`src/rtl/spi_baud_gen_master.sv`:
```
// spi_baud_gen_master
// Master-side SPI transfer timer. A transfer request starts a window of
// exactly BITS SCK periods; during that window M_BaudRate toggles every
// (spr+1) clk cycles and idle is low. At the end of the window the block
// returns to idle and pulses done for one cycle.
//
// Ports:
//   clk        - system clock, all logic on the rising edge
//   rst        - synchronous active-high reset, highest priority
//   start      - transfer request, only looked at while idle
//   abort      - cancels the running transfer at the next edge, no done
//   spr        - half-period select, latched at start
//   M_BaudRate - baud square wave, held low whenever idle
//   idle       - 1 when no transfer is running
//   done       - one-cycle pulse after a transfer completes normally
//   bit_cnt    - SCK periods completed in the current or last transfer
module spi_baud_gen_master #(
    parameter int DIV_W = 8,
    parameter int BITS  = 8,
    parameter int CNT_W = 4
) (
    input  logic             clk,
    input  logic             rst,
    input  logic             start,
    input  logic             abort,
    input  logic [DIV_W-1:0] spr,
    output logic             M_BaudRate,
    output logic             idle,
    output logic             done,
    output logic [CNT_W-1:0] bit_cnt
);

    // half_cnt has to reach 2*BITS-1, which needs one more bit than bit_cnt.
    localparam int HALF_W = CNT_W + 1;
    localparam logic [HALF_W-1:0] LAST_HALF = HALF_W'(2 * BITS - 1);
    localparam logic [CNT_W-1:0]  BITS_VAL  = CNT_W'(BITS);

    typedef enum logic {
        IDLE,
        RUN
    } state_t;

    state_t              state_q, state_d;
    logic [DIV_W-1:0]    div_cnt_q, div_cnt_d;
    logic [HALF_W-1:0]   half_cnt_q, half_cnt_d;
    logic [DIV_W-1:0]    spr_q, spr_d;
    logic                baud_q, baud_d;
    logic                done_q, done_d;
    logic [CNT_W-1:0]    bit_cnt_q, bit_cnt_d;

    always_ff @(posedge clk) begin
        if (rst) begin
            state_q    <= IDLE;
            div_cnt_q  <= '0;
            half_cnt_q <= '0;
            spr_q      <= '0;
            baud_q     <= 1'b0;
            done_q     <= 1'b0;
            bit_cnt_q  <= '0;
        end else begin
            state_q    <= state_d;
            div_cnt_q  <= div_cnt_d;
            half_cnt_q <= half_cnt_d;
            spr_q      <= spr_d;
            baud_q     <= baud_d;
            done_q     <= done_d;
            bit_cnt_q  <= bit_cnt_d;
        end
    end

    always_comb begin
        state_d    = state_q;
        div_cnt_d  = div_cnt_q;
        half_cnt_d = half_cnt_q;
        spr_d      = spr_q;
        baud_d     = baud_q;
        done_d     = 1'b0;
        bit_cnt_d  = bit_cnt_q;

        case (state_q)
            IDLE: begin
                // abort alongside start keeps the block idle.
                if (start && !abort) begin
                    state_d    = RUN;
                    baud_d     = 1'b0;
                    div_cnt_d  = '0;
                    half_cnt_d = '0;
                    bit_cnt_d  = '0;
                    spr_d      = spr;
                end
            end

            RUN: begin
                // abort outranks a coinciding toggle or completion, and the
                // period count is frozen at what was already shown.
                if (abort) begin
                    state_d = IDLE;
                    baud_d  = 1'b0;
                end else if (div_cnt_q == spr_q) begin
                    div_cnt_d  = '0;
                    baud_d     = ~baud_q;
                    half_cnt_d = half_cnt_q + HALF_W'(1);
                    // A 1->0 toggle closes one full SCK period.
                    if (baud_q) begin
                        bit_cnt_d = bit_cnt_q + CNT_W'(1);
                    end
                    if (half_cnt_q == LAST_HALF) begin
                        state_d   = IDLE;
                        baud_d    = 1'b0;
                        done_d    = 1'b1;
                        bit_cnt_d = BITS_VAL;
                    end
                end else begin
                    div_cnt_d = div_cnt_q + DIV_W'(1);
                end
            end

            default: begin
                state_d = IDLE;
            end
        endcase
    end

    assign M_BaudRate = baud_q;
    assign idle       = (state_q == IDLE);
    assign done       = done_q;
    assign bit_cnt    = bit_cnt_q;

endmodule

```
`config.mk`:
```
export PLATFORM = sky130hd
export DESIGN_NAME = spi_baud_gen_master
export DESIGN_NICKNAME = d
export VERILOG_FILES = /design/src/rtl/spi_baud_gen_master.sv
export SDC_FILE = /design/constraint.sdc
export NUM_CORES = 1
export LEC_CHECK = 0
export ABC_CLOCK_PERIOD_IN_PS = 1800
export CAP_MARGIN = 30
export CORE_MARGIN = 5
export CORE_UTILIZATION = 40
export CTS_BUF_LIST = sky130_fd_sc_hd__clkbuf_8
export DETAILED_ROUTE_END_ITERATION = 10
export PLACE_DENSITY = 0.65
export SETUP_SLACK_MARGIN = 0.5
export SYNTH_ARGS = -nofsm -noshare
export SYNTH_HDL_FRONTEND = slang
export SYNTH_SLANG_ARGS = --single-unit
```
`constraint.sdc`:
```
create_clock -name clk -period 1.8 [get_ports clk]
set_input_delay 0.18 -clock clk [delete_from_list [all_inputs] [get_ports clk]]
set_output_delay 0.18 -clock clk [all_outputs]
set_load 0.03 [all_outputs]
```
# After elaboration in Yosys (flattened, before gate mapping)
# Cells that the tools add are included.
# classes
n_reduce_logical,8
addsub,3
n_bitwise,3
mux,25
eq_ne,7
# op_table
cell,n
$mux W8,3
$mux W4,5
$pmux W8 S2,1
$mux W5,3
$pmux W5 S2,1
$mux W1,9
$add A8 B1 Y8 const B,1
$eq A8 B8 Y1,1
$pmux W4 S2,1
$reduce_and A2 Y1,3
$add A5 B1 Y5 const B,1
$eq A5 B4 Y1 const B,1
$add A4 B1 Y4 const B,1
$ne A2 B1 Y1 const B,2
$pmux W1 S2,2
$reduce_and A4 Y1,1
$reduce_or A4 Y1,1
$ne A3 B1 Y1 const B,1
$ne A3 B2 Y1 const B,1
$not A1 Y1,3
$reduce_and A3 Y1,1
$ne A2 B2 Y1 const B,1
$logic_and A1 B1 Y1,1
$logic_not A1 Y1,1
# totals
regBits,28
elab_cells,53
inputBits,12

# Longest topological paths before layout
# logic_depth
depth_word,6
ltp_mapped,7

# Worst setup path after synthesis
# Ideal clock, no wire load.
# synth_path
kind,register to register
from,reg div_cnt_q[3]
to,"reg bit_cnt_q[2], in the netlist bit_cnt[2]"
path_buffers,1
stages_incl_launch_ff,7
setup_time_ns,0.073
arrival_time_ns,1.709
setup_slack_ns,0.018
synth_period_minus_slack_ns,1.782
path_cell_list,dfxtp_1 > buf_6 > xor2_2 > nor4_4 > nand2_2 > or4_4 > o211ai_2
# synth_via
elab_chain_cells,3
# synth_lines
item,line,rtl
from (decl),44,"logic [DIV_W-1:0] div_cnt_q, div_cnt_d;"
from (signal assigned),62,div_cnt_q <= div_cnt_d;
$eq A8 B8 Y1,99,end else if (div_cnt_q == spr_q) begin
$ne A2 B1 Y1 (no source line),--,
$reduce_and A4 Y1 (no source line),--,
to (signal assigned),67,bit_cnt_q <= bit_cnt_d;
to (decl),49,"logic [CNT_W-1:0] bit_cnt_q, bit_cnt_d;"
# No other way between the ends.
# A chain may end at the register's enable or synchronous reset.

# Worst setup path in the final report
# layout_path
from,reg half_cnt_q[0]
to,"reg bit_cnt_q[2], in the netlist bit_cnt[2]"
# layout_via
elab_chain_cells,5
word_cells_on_any_way,7
# layout_lines
item,line,rtl
from (decl),45,"logic [HALF_W-1:0] half_cnt_q, half_cnt_d;"
from (signal assigned),63,half_cnt_q <= half_cnt_d;
$eq A5 B4 Y1 (*),107,if (half_cnt_q == LAST_HALF) begin
$mux W4,107,
$mux W4,99,
$mux W4,96,if (abort) begin
$pmux W4 S2,80,case (state_q)
# Mark *: on every way between the ends. The rest lies on a longest branch, timed or not. The select of a mux whose other input is x is not followed.

==> summary.md <==
| Metric | Value |
|---|---|
| Max Root-Sink Buffers | `2` |
| Crit. End Element | `register` |
| Antenna viol nets, final | `0` |
| Reg2reg path depth | `7` |
| Drt wl/cell | `14.8 um` |
| GR Util met3 | `2.98%` |
| Pins Over Slew Limit | `0` |
| Io pins | `19` |
| Core area | `0.00363 mm2` |
| CP Max Fanout | `2` |
| Initial Utilization | `41.0%` |
| Share of cells above drive strength 1 | `33.5%` |
| Crit path kind | `reg -> reg` |
| Initial antenna violation count | `0` |
| Die area | `0.00505 mm2` |
| WP data required | `2.02 ns` |
| Slew @ Worst Pin | `around 0.35 ns` |
| CTS clk-pin slew, worst paths | `0.10 ns` |
| Syn avg cell area | `8.83 um2` |
| Clock sinks | `28` |
| Clk_skew | `just under 0.009 ns` |
| Largest net degree at the start of global routing | `19` |
| Area Overhead vs Synth | `41.9%` |
| Worst skew pair latency | `0.28 ns` |
| Routed wire length | `3.79 mm` |
| Setup tns final | `0 ns` |
| CP startpoint | `half_cnt_q[0]$_SDFFE_PP0P_` |
| Setup slack, reg-to-reg | `0.07 ns` |
| Asr flop ratio synth | `0%` |
| Root Driver | `clkbuf_8` |
| Mapped cell area | `0.00149 mm2` |
| Global Route met1 Usage | `about a fifth` |
| Hold path startpoint | `abort` |
| Die X-Extent | `71.1 um` |
| FF-to-FF End | `bit_cnt[2]$_SDFFE_PP0P_` |
| Final Net Count | `227` |
| Pwr/cell area | `675 mW/mm2` |
| CTS Buf Count | `3` |
| Met2 global-route usage | `28.4%` |
| CP startpoint kind | `register` |
| EDFF count, synth | `0` |
| Inserted Diodes | `0` |
| First-pass GRT wire length | `6.58 mm` |
| LEAKAGE | `0.824 nW` |
| Worst VDD drop | `around 0.37 mV` |
| Crit path DAT | `about 1.9 ns` |
| CP bufs+invs | `0` |
| Most Crowded Layer GR | `met2` |
| CP top delay family | `simple AND/OR/NAND/NOR gates` |
| Worst Hold Class | `in -> reg` |
| Max cap viols | `0` |
| # H-tree levels | `1` |
| Via count | `1397` |
| Site Rows | `22` |
| Avg Vias per Cell | `approximately 5.4` |
| CTS tree | `done` |
| Syn Inst Count | `169` |
| Mapped Nets | `186` |
| Synth unique cells | `39` |
| Vias in the first global route | `~1400` |
| Slew margin rel. | `roughly 77%` |
| Hold Vio Cnt, Final | `0` |
| Area after DPL | `0.00187 mm2` |
| Synth warn | `0` |
| Final Hold Slack | `0.369 ns` |
| Port bufs | `18` |
| CP peak stage delay | `0.52 ns` |
| Finished Cell Area | `roughly 0.0021 mm2` |
| RSZ-0062 raised after global routing | `yes` |
| Final setup fails | `0` |
| Outcome | `finished, final reports clean` |
| GRT Residual Overflow | `0` |
| Share of the clock period used by the worst path | `96.0%` |
| Main flop type after synthesis | `dfxtp_1` |
| Dpl hpwl | `around 2.8 mm` |
| R2R Path Start | `half_cnt_q[0]$_SDFFE_PP0P_` |
| First-pass DRT Iterations | `4` |
| Post-synthesis register bit count | `28` |
| Global Route Usage Sum | `16.1%` |
| DRC | `0` |
| Post-cts hold buffer count | `0` |
| Most frequent CP cell | `ha_4` |
| Fmax | `a little under 600 MHz` |
| Sequential fraction of the synthesis area | `37.6%` |
| CP Cell Sequence | `ha_4 > and3_4 > ha_4 > nor2_4 > nand2_1 > or4_4 > o211ai_2` |
| Die height | `roughly 70 um` |
| Crit path max-delay cell type | `or4_4` |
| Placer congestion estimate | `0.842` |
| Filler Cell Count | `334` |
| Detailed Route Iter0 Violations | `77` |
| Worst Setup EP | `bit_cnt[2]$_SDFFE_PP0P_` |
| CP Depth | `7` |
| Min cycle time layout | `around 1.7 ns` |
registers in the layout (all words and copies together), names as in the netlist:
| name | cells |
|---|---|
| M_BaudRate | 1 |
| half_cnt_q | 5 |
| bit_cnt | 4 |
| state_q | 1 |
| spr_q | 8 |
| done | 1 |
| div_cnt_q | 8 |
synthesized netlist by cell type (3+ instances only):
cell type   n  area share, %
a21oi_1     7            2.3
nand2_1    10            2.5
o211ai_1    3            1.5
nand4b_1    4            2.3
dfxtp_1    28             38
clkbuf_1    8            2.0
xor2_1      7            4.1
nand3_1     8            2.7
ha_1        5            4.2
mux2i_1    10            6.7
nand2b_1    6            2.5
nor2_1     22            5.5
nor3_1      3            1.0
nand4_1     9            3.8
a31oi_1     8            3.4
layout make-up:
class / count / area (um2) / share of cell area, %
Inverter: 2 / 7.51 / 0.355
Multi-Input combinational cell: 129 / 1000 / 47.3
Tap cell: 48 / 60.1 / 2.84
Sequential cell: 28 / 569 / 26.9
Timing Repair Buffer: 46 / 408 / 19.3
Clock inverter: 1 / 30.0 / 1.42
Clock buffer: 3 / 41.3 / 1.95
metal layers:
metal | share of wire [%] | wire length [um]
met1 | 47 | 1770
met2 | 49 | 1860
met3 | 3.2 | 121
met4 | 1.2 | 44
met5 | 0 | 0
cells in the final DEF, fill, tap and decap left out, drive strengths merged, types with 2 or more instances in the layout:
cell type and count:
buf 29, dfxtp 28, nor2 22, nand2 11, mux2i 10, clkdlybuf4s50 10, nand4 9, a31oi 8
nand3 8, xor2 8, a21oi 7, nand2b 6, ha 5, nand4b 4, o211ai 4, clkbuf 4
clkdlybuf4s15 3, o21ai 3, nor3 3, inv 2, nor4 2, o22ai 2, dlygate4sd2 2, and3 2
or4 2, o31ai 2
report_power, final:
part	internal (mW)	switching (mW)	total (mW)	leakage (nW)
logic	0.140	0.144	0.284	0.558
clock network	0.298	0.201	0.500	0.0357
registers	0.632	0.0129	0.645	0.230
stage by stage:
stage	power, mW	utilization (%)	worst slack, ns	cells
final	1.43	58.2	0.0724	257
after global placement	0.886	51.6	0.0900	247
after detailed placement	0.893	51.6	0.0359	247
after global routing	1.49	58.2	0.00958	257
after CTS	1.44	57.2	0.0736	257
after floorplan	0.790	-	0.0421	169
worst reg2reg max path, cell delays in order (launching register included):
cell      delay (ns)
dfxtp_2         0.35
ha_4            0.16
and3_4          0.18
ha_4            0.16
nor2_4          0.08
nand2_1         0.05
or4_4           0.52
o211ai_2        0.15
repair_timing:
item	CTS	global route
setup endpoints to repair	33	29
resized for setup	39	12
buffers inserted	6	0
pin swaps	9	6
kinds of logic (layout without fill, tap and decap cells):
logic type,count (synthesis),in the layout,synth area share [%]
AO/OA/AOI/OAI,31,31,13.8
adder cells (fa/ha/maj),5,5,4.19
flip-flops,28,28,37.6
AND/OR/NAND/NOR,75,75,28.5
buffers and inverters,12,52,4.03
XOR/XNOR,8,8,5.20
multiplexers,10,10,6.71
worst min-delay path by stage:
stage                     cells after the start                          to  slack, ns
after floorplan                               2       spr_q[0]$_SDFFE_PP0P_       0.33
after global placement                        2  half_cnt_q[1]$_SDFFE_PP0P_       0.48
after detailed placement                      2  half_cnt_q[3]$_SDFFE_PP0P_       0.51
after CTS                                     3       spr_q[0]$_SDFFE_PP0P_       0.49
after global routing                          3     bit_cnt[0]$_SDFFE_PP0P_       0.42
final                                         3     bit_cnt[0]$_SDFFE_PP0P_       0.37
No activity file was read; power rests on OpenSTA's default activity.
